`src/rtl/control_sequencer_if.sv`:
```
// Datapath-facing bundle of the control sequencer: fetch handshake, fault flags,
// trap clear, stage enables, trap status, instruction register and retire count.
interface control_sequencer_if #(
  parameter int WORD_WIDTH  = 20,
  parameter int COUNT_WIDTH = 16
);
  logic [WORD_WIDTH-1:0]  instruction;
  logic                   fetch_ready;
  logic                   div_by_zero_flag;
  logic                   mem_violation_flag;
  logic                   mem_corruption_flag;
  logic                   trap_clear;

  logic                   fetch_enable;
  logic                   decode_enable;
  logic                   execute_enable;
  logic                   write_back_enable;
  logic                   trap_mode_flag;
  logic [1:0]             trap_cause;
  logic [WORD_WIDTH-1:0]  current_instruction;
  logic [COUNT_WIDTH-1:0] instr_count;

  // The master side is the datapath/memory environment.
  modport master (
    output instruction, fetch_ready, div_by_zero_flag, mem_violation_flag,
           mem_corruption_flag, trap_clear,
    input  fetch_enable, decode_enable, execute_enable, write_back_enable,
           trap_mode_flag, trap_cause, current_instruction, instr_count
  );

  modport slave (
    input  instruction, fetch_ready, div_by_zero_flag, mem_violation_flag,
           mem_corruption_flag, trap_clear,
    output fetch_enable, decode_enable, execute_enable, write_back_enable,
           trap_mode_flag, trap_cause, current_instruction, instr_count
  );
endinterface

```
`src/rtl/control_sequencer.sv`:
```
// Multi-cycle fetch/decode/execute/write-back sequencer with variable-latency
// execute, write-back-free branch ops and a sticky trap state.
module control_sequencer #(
  parameter int WORD_WIDTH     = 20,
  parameter int OPCODE_WIDTH   = 5,
  parameter int BRANCH_OP_MAX  = 3,
  parameter int LONG_OP_MIN    = 24,
  parameter int LONG_OP_CYCLES = 4,
  parameter int COUNT_WIDTH    = 16
) (
  input logic clk,
  input logic reset,
  control_sequencer_if.slave bus
);

  typedef enum logic [2:0] {
    S_IDLE, S_FETCH, S_DECODE, S_EXECUTE, S_WRITEBACK, S_TRAP
  } state_e;

  localparam int EXEC_W = (LONG_OP_CYCLES > 1) ? $clog2(LONG_OP_CYCLES) : 1;
  localparam logic [EXEC_W-1:0]       LONG_LOAD     = EXEC_W'(LONG_OP_CYCLES - 1);
  localparam logic [OPCODE_WIDTH-1:0] BRANCH_MAX_OP = OPCODE_WIDTH'(BRANCH_OP_MAX);
  localparam logic [OPCODE_WIDTH-1:0] LONG_MIN_OP   = OPCODE_WIDTH'(LONG_OP_MIN);

  localparam logic [1:0] CAUSE_NONE   = 2'd0;
  localparam logic [1:0] CAUSE_OPCODE = 2'd1;
  localparam logic [1:0] CAUSE_DIV    = 2'd2;
  localparam logic [1:0] CAUSE_MEM    = 2'd3;

  state_e                  state_q, state_d;
  logic [WORD_WIDTH-1:0]   instr_q, instr_d;
  logic [EXEC_W-1:0]       exec_cnt_q, exec_cnt_d;
  logic [1:0]              cause_q, cause_d;
  logic [COUNT_WIDTH-1:0]  count_q, count_d;

  logic [OPCODE_WIDTH-1:0] op;
  logic                    is_branch;
  logic                    is_long;

  assign op        = instr_q[WORD_WIDTH-1 -: OPCODE_WIDTH];
  assign is_branch = (op != '0) && (op <= BRANCH_MAX_OP);
  assign is_long   = (op >= LONG_MIN_OP);

  // NOTE: every always_comb target gets its hold value first, so no path can infer a latch.
  always_comb begin
    state_d    = state_q;
    instr_d    = instr_q;
    exec_cnt_d = exec_cnt_q;
    cause_d    = cause_q;
    count_d    = count_q;

    unique case (state_q)
      S_IDLE: state_d = S_FETCH;

      S_FETCH: begin
        if (bus.fetch_ready) begin
          instr_d = bus.instruction;
          state_d = S_DECODE;
        end
      end

      S_DECODE: begin
        if (op == '0) begin
          cause_d = CAUSE_OPCODE;
          state_d = S_TRAP;
        end else begin
          exec_cnt_d = is_long ? LONG_LOAD : '0;
          state_d    = S_EXECUTE;
        end
      end

      // Faults only matter on the final execute cycle, with divide taking priority.
      S_EXECUTE: begin
        if (exec_cnt_q != '0) begin
          exec_cnt_d = exec_cnt_q - 1'b1;
        end else if (bus.div_by_zero_flag) begin
          cause_d = CAUSE_DIV;
          state_d = S_TRAP;
        end else if (bus.mem_violation_flag || bus.mem_corruption_flag) begin
          cause_d = CAUSE_MEM;
          state_d = S_TRAP;
        end else if (is_branch) begin
          count_d = count_q + 1'b1;
          state_d = S_FETCH;
        end else begin
          state_d = S_WRITEBACK;
        end
      end

      S_WRITEBACK: begin
        count_d = count_q + 1'b1;
        state_d = S_FETCH;
      end

      S_TRAP: begin
        if (bus.trap_clear) begin
          cause_d = CAUSE_NONE;
          state_d = S_FETCH;
        end
      end

      default: state_d = S_IDLE;
    endcase
  end

  // NOTE: sequential state uses non-blocking assignments so all registers update together.
  always_ff @(posedge clk or posedge reset) begin
    if (reset) begin
      state_q    <= S_IDLE;
      instr_q    <= '0;
      exec_cnt_q <= '0;
      cause_q    <= CAUSE_NONE;
      count_q    <= '0;
    end else begin
      state_q    <= state_d;
      instr_q    <= instr_d;
      exec_cnt_q <= exec_cnt_d;
      cause_q    <= cause_d;
      count_q    <= count_d;
    end
  end

  assign bus.fetch_enable        = (state_q == S_FETCH);
  assign bus.decode_enable       = (state_q == S_DECODE);
  assign bus.execute_enable      = (state_q == S_EXECUTE);
  assign bus.write_back_enable   = (state_q == S_WRITEBACK);
  assign bus.trap_mode_flag      = (state_q == S_TRAP);
  assign bus.trap_cause          = cause_q;
  assign bus.current_instruction = instr_q;
  assign bus.instr_count         = count_q;

endmodule
```
`src/flat_wrapper.sv`:
```
// flat-port wrapper written by rule: the top's interface ports become plain ports
module control_sequencer_flat 
#(
  parameter int WORD_WIDTH     = 20,
  parameter int OPCODE_WIDTH   = 5,
  parameter int BRANCH_OP_MAX  = 3,
  parameter int LONG_OP_MIN    = 24,
  parameter int LONG_OP_CYCLES = 4,
  parameter int COUNT_WIDTH    = 16
)
  (clk, reset, bus_instruction, bus_fetch_ready, bus_div_by_zero_flag, bus_mem_violation_flag, bus_mem_corruption_flag, bus_trap_clear, bus_fetch_enable, bus_decode_enable, bus_execute_enable, bus_write_back_enable, bus_trap_mode_flag, bus_trap_cause, bus_current_instruction, bus_instr_count);
  control_sequencer_if #(.WORD_WIDTH(WORD_WIDTH), .COUNT_WIDTH(COUNT_WIDTH)) bus_i ();
  input logic clk;
  input logic reset;
  input wire logic [$bits(bus_i.instruction)-1:0] bus_instruction;
  input wire logic [$bits(bus_i.fetch_ready)-1:0] bus_fetch_ready;
  input wire logic [$bits(bus_i.div_by_zero_flag)-1:0] bus_div_by_zero_flag;
  input wire logic [$bits(bus_i.mem_violation_flag)-1:0] bus_mem_violation_flag;
  input wire logic [$bits(bus_i.mem_corruption_flag)-1:0] bus_mem_corruption_flag;
  input wire logic [$bits(bus_i.trap_clear)-1:0] bus_trap_clear;
  output wire logic [$bits(bus_i.fetch_enable)-1:0] bus_fetch_enable;
  output wire logic [$bits(bus_i.decode_enable)-1:0] bus_decode_enable;
  output wire logic [$bits(bus_i.execute_enable)-1:0] bus_execute_enable;
  output wire logic [$bits(bus_i.write_back_enable)-1:0] bus_write_back_enable;
  output wire logic [$bits(bus_i.trap_mode_flag)-1:0] bus_trap_mode_flag;
  output wire logic [$bits(bus_i.trap_cause)-1:0] bus_trap_cause;
  output wire logic [$bits(bus_i.current_instruction)-1:0] bus_current_instruction;
  output wire logic [$bits(bus_i.instr_count)-1:0] bus_instr_count;
  assign bus_i.instruction = bus_instruction;
  assign bus_i.fetch_ready = bus_fetch_ready;
  assign bus_i.div_by_zero_flag = bus_div_by_zero_flag;
  assign bus_i.mem_violation_flag = bus_mem_violation_flag;
  assign bus_i.mem_corruption_flag = bus_mem_corruption_flag;
  assign bus_i.trap_clear = bus_trap_clear;
  assign bus_fetch_enable = bus_i.fetch_enable;
  assign bus_decode_enable = bus_i.decode_enable;
  assign bus_execute_enable = bus_i.execute_enable;
  assign bus_write_back_enable = bus_i.write_back_enable;
  assign bus_trap_mode_flag = bus_i.trap_mode_flag;
  assign bus_trap_cause = bus_i.trap_cause;
  assign bus_current_instruction = bus_i.current_instruction;
  assign bus_instr_count = bus_i.instr_count;
  control_sequencer #(.WORD_WIDTH(WORD_WIDTH), .OPCODE_WIDTH(OPCODE_WIDTH), .BRANCH_OP_MAX(BRANCH_OP_MAX), .LONG_OP_MIN(LONG_OP_MIN), .LONG_OP_CYCLES(LONG_OP_CYCLES), .COUNT_WIDTH(COUNT_WIDTH)) u_core (.clk(clk), .reset(reset), .bus(bus_i));
endmodule
```
`config.mk`:
```
export PLATFORM = sky130hd
export DESIGN_NAME = control_sequencer_flat
export DESIGN_NICKNAME = d
export VERILOG_FILES = /design/src/rtl/control_sequencer_if.sv /design/src/rtl/control_sequencer.sv /design/src/flat_wrapper.sv
export SDC_FILE = /design/constraint.sdc
export NUM_CORES = 1
export LEC_CHECK = 0
export CORE_MARGIN = 2
export CORE_UTILIZATION = 65
export CTS_BUF_LIST = sky130_fd_sc_hd__clkbuf_8 sky130_fd_sc_hd__clkbuf_16
export DETAILED_ROUTE_END_ITERATION = 7
export DONT_BUFFER_PORTS = 1
export PLACE_DENSITY = 0.81
export SYNTH_ARGS = -nofsm -noshare
export SYNTH_HDL_FRONTEND = slang
export SYNTH_SLANG_ARGS = --single-unit
export TNS_END_PERCENT = 10
```
`constraint.sdc`:
```
create_clock -name clk -period 5.4 [get_ports clk]
set_input_delay 1.35 -clock clk [delete_from_list [all_inputs] [get_ports clk]]
set_output_delay 1.35 -clock clk [all_outputs]
set_load 0.05 [all_outputs]
```
==> impl_metrics.yaml <==
detailed_routing:
  ant_nets: 0
  vias: 1305
  drtIter0Drc: 111
  wirelength_um: 3870
  drc: 0
  wl_per_cell_um: 18.2
  viasPerCell: 6.13
  first_pass_iters: 4
timing:
  finalSetupViolCount: 0
  slew_headroom_pct: 37.8
  final-hold-violation-count: 0
  setup_slack_ps: 2330
  fin_tns_setup_ps: 0
  rsz0062_at_grt: "false"
  skew_ps: 2.55
  min_period_ps: 3070
  fmax_ghz: 0.326
  slew_violations: 0
  period_share_pct: 56.8
  holdWs_ps: 537
  worst_pin_slew_ps: 928
worst_hold_path:
  min_path_type: "reg2reg"
  min_path_cells: 1
die:
  start_util_pct: 68.7
  core_um2: 3050
  fp.dieH_um: 60.8
  die_area_um2: 3700
  rows: 20
  io_pins: 70
  die_w_um: 60.8
synthesis:
  synth_top_area_share_pct: 51.3
  synth-edff-count: 0
  synth_nets: 195
  ys_types: 41
  synthFlopType: "dfrtp_1"
  yosys.area.top_type: "dfrtp_1"
  avgSynthCellArea_um2: 12.6
  async_flop_share_pct: 100
  syn-cell-area_um2: 2100
  ys_ff_latch: 43
  yosysSeqAreaShare_pct: 51.3
  yosys_warnings: 0
  syn_inst: 166
  netlist_top_cells_area: "dfrtp_1 (51%), mux2_2 (12%), xor2_1 (6.3%)"
final_layout:
  drive_gt1_share_pct: 27.2
  final_cell_mix: "dfrtp_1 (43), mux2_2 (22), xor2_1 (15)"
  stdcell_count: 213
  n_antenna_cell: 0
  ff_latch_area_um2: 1080
  nNetsFinal: 197
  area.growth.synth_to_final_pct: 5.67
  utilization_pct: 72.6
  layout_commonest_cell: "dfrtp_1"
  final_area_um2: 2220
  fillers: 210
  multi_input_comb_area_um2: 963
clock_network:
  cts.sinks: 43
  cts_root_buffer: "clkbuf_8"
  cts-resized-gates: 0
  clk_pin_slew_worst_paths_ps: 80
  cts_tree: "done"
  ctsHoldBuffers: 0
  cts_buffer_depth: 2
  clk-insertion-delay-late_ps: 290
  ctsHtreeMaxLevel: 2
  cts_setup_buffers: 0
  cts_buffers: 5
pwr:
  pwr-share-seq_pct: 59.7
  swShare_pct: 52.6
  power.leakage_nw: 1.00
  power_switching_mw: 0.789
  power_frac_clock_pct: 14.0
  vdd_ir_drop_max_mv: 0.438
  comb_power_share_pct: 26.2
  powerDensity_nw_per_um2: 677
  total_power_mw: 1.50
  p_int_mw: 0.710
global_route:
  grt_usage_pct: 22.7
  grt_pass1_vias: 1360
  overflow: 0
  grt_pass1_wl_um: 6070
  grt_max_degree: 44
  antenna_found_initial: 0
place:
  placed_area_um2: 2120
  globalplace.congestion: 0.803
  dp_cells: 205
  hpwl_um: 2850
  port_buffers: 0
  dp_slack_ps: 2650
worst_setup_path:
  cpPeakStageDelay_ps: 830
  critPathBufInv: 0
  slowest_stage: "nor3b_2"
  path_cells: "nor3b_2"
  cp.arrival_ps: 1720
  rr_worst_depth: 3
  cp-start-kind: "flop"
  cp.depth: 1
  crit_type: "reg2out"
  cp_max_fo: 12
  crit_family: "simple AND/OR/NAND/NOR gates"
  setup.worst_path.end_class: "primary output"
  required_ps: 4050
outcome:
  status: "completed"
run:
  cap_viol_max_count: 0
==> final cells by class <==
class / instances / area share, %
Sequential cell: 43 / 48.6
Clock inverter: 2 / 0.565
Tap cell: 44 / 2.48
Timing Repair Buffer: 1 / 0.339
Multi-Input combinational cell: 112 / 43.5
Inverter: 5 / 0.847
Clock buffer: 6 / 3.73
==> sequential cells by signal, indices dropped and copies added (netlist names) <==
signal                          cells
u_core.bus.trap_cause               2
u_core.exec_cnt_q                   2
u_core.state_q                      3
u_core.bus.current_instruction     20
u_core.bus.instr_count             16
==> synthesized netlist by cell type, types with 2 or more instances <==
| master | n |
|---|---|
| a221oi_1 | 2 |
| dfrtp_1 | 43 |
| buf_4 | 3 |
| inv_1 | 4 |
| nor3b_2 | 4 |
| ha_1 | 2 |
| and4_1 | 2 |
| and2_1 | 2 |
| a21oi_1 | 2 |
| nor3_1 | 10 |
| nor2b_1 | 2 |
| a22oi_1 | 2 |
| and3b_1 | 2 |
| nor4b_2 | 3 |
| nand2_1 | 8 |
| o21ai_0 | 3 |
| nor2_1 | 7 |
| buf_2 | 2 |
| o22a_1 | 2 |
| mux2_2 | 22 |
| nand3_1 | 5 |
| xor2_1 | 15 |
==> cell families after synthesis <==
| family | Yosys count | synth area share, % |
|---|---|---|
| xor gates and xnor gates | 15 | 6.27 |
| AOI/OAI and AO/OA | 18 | 7.10 |
| muxes | 22 | 11.8 |
| buffers and inverters | 11 | 2.98 |
| adders and majority gates | 2 | 1.19 |
| DFF | 43 | 51.3 |
| and+or+nand+nor | 55 | 19.3 |
==> worst register-to-register path: stages (launching register included) <==
cell     delay (ps)
dfrtp_1         570
nor3b_2         830
and2_1          790
mux2_2          430
==> path summary, 6_finish.rpt <==
path	startpoint	end	slack, ps
worst max register to register	u_core.state_q[0]	u_core.bus.current_instruction[18]	2660
max in group asynchronous	reset	u_core.bus.current_instruction[18]	3980
worst min register to register	u_core.exec_cnt_q[0]	u_core.exec_cnt_q[0]	540
min in group asynchronous	reset	u_core.bus.current_instruction[9]	1060
worst max-delay path	u_core.state_q[1]	bus_decode_enable	2330
worst min-delay path	u_core.exec_cnt_q[0]	u_core.exec_cnt_q[0]	540
==> routing by layer <==
metal / vias up / GRT usage [%] / share of wire, %
li1: 601 / - / -
met1: 647 / 27.3 / 40
met2: 55 / 38.2 / 51
met3: 2 / 9.59 / 8.5
met4: 0 / 5.28 / 0.57
met5: - / 0 / 0
==> power by group through the flow <==
stage,clock network (mW),logic [mW],registers (mW)
finish,0.210,0.394,0.895
global route,0.227,0.430,0.916
CTS,0.214,0.397,0.898
detailed placement,0,0.396,0.903
global placement,0,0.372,0.895
floorplan,0,0.379,0.849
No activity file was read; power rests on OpenSTA's default activity.
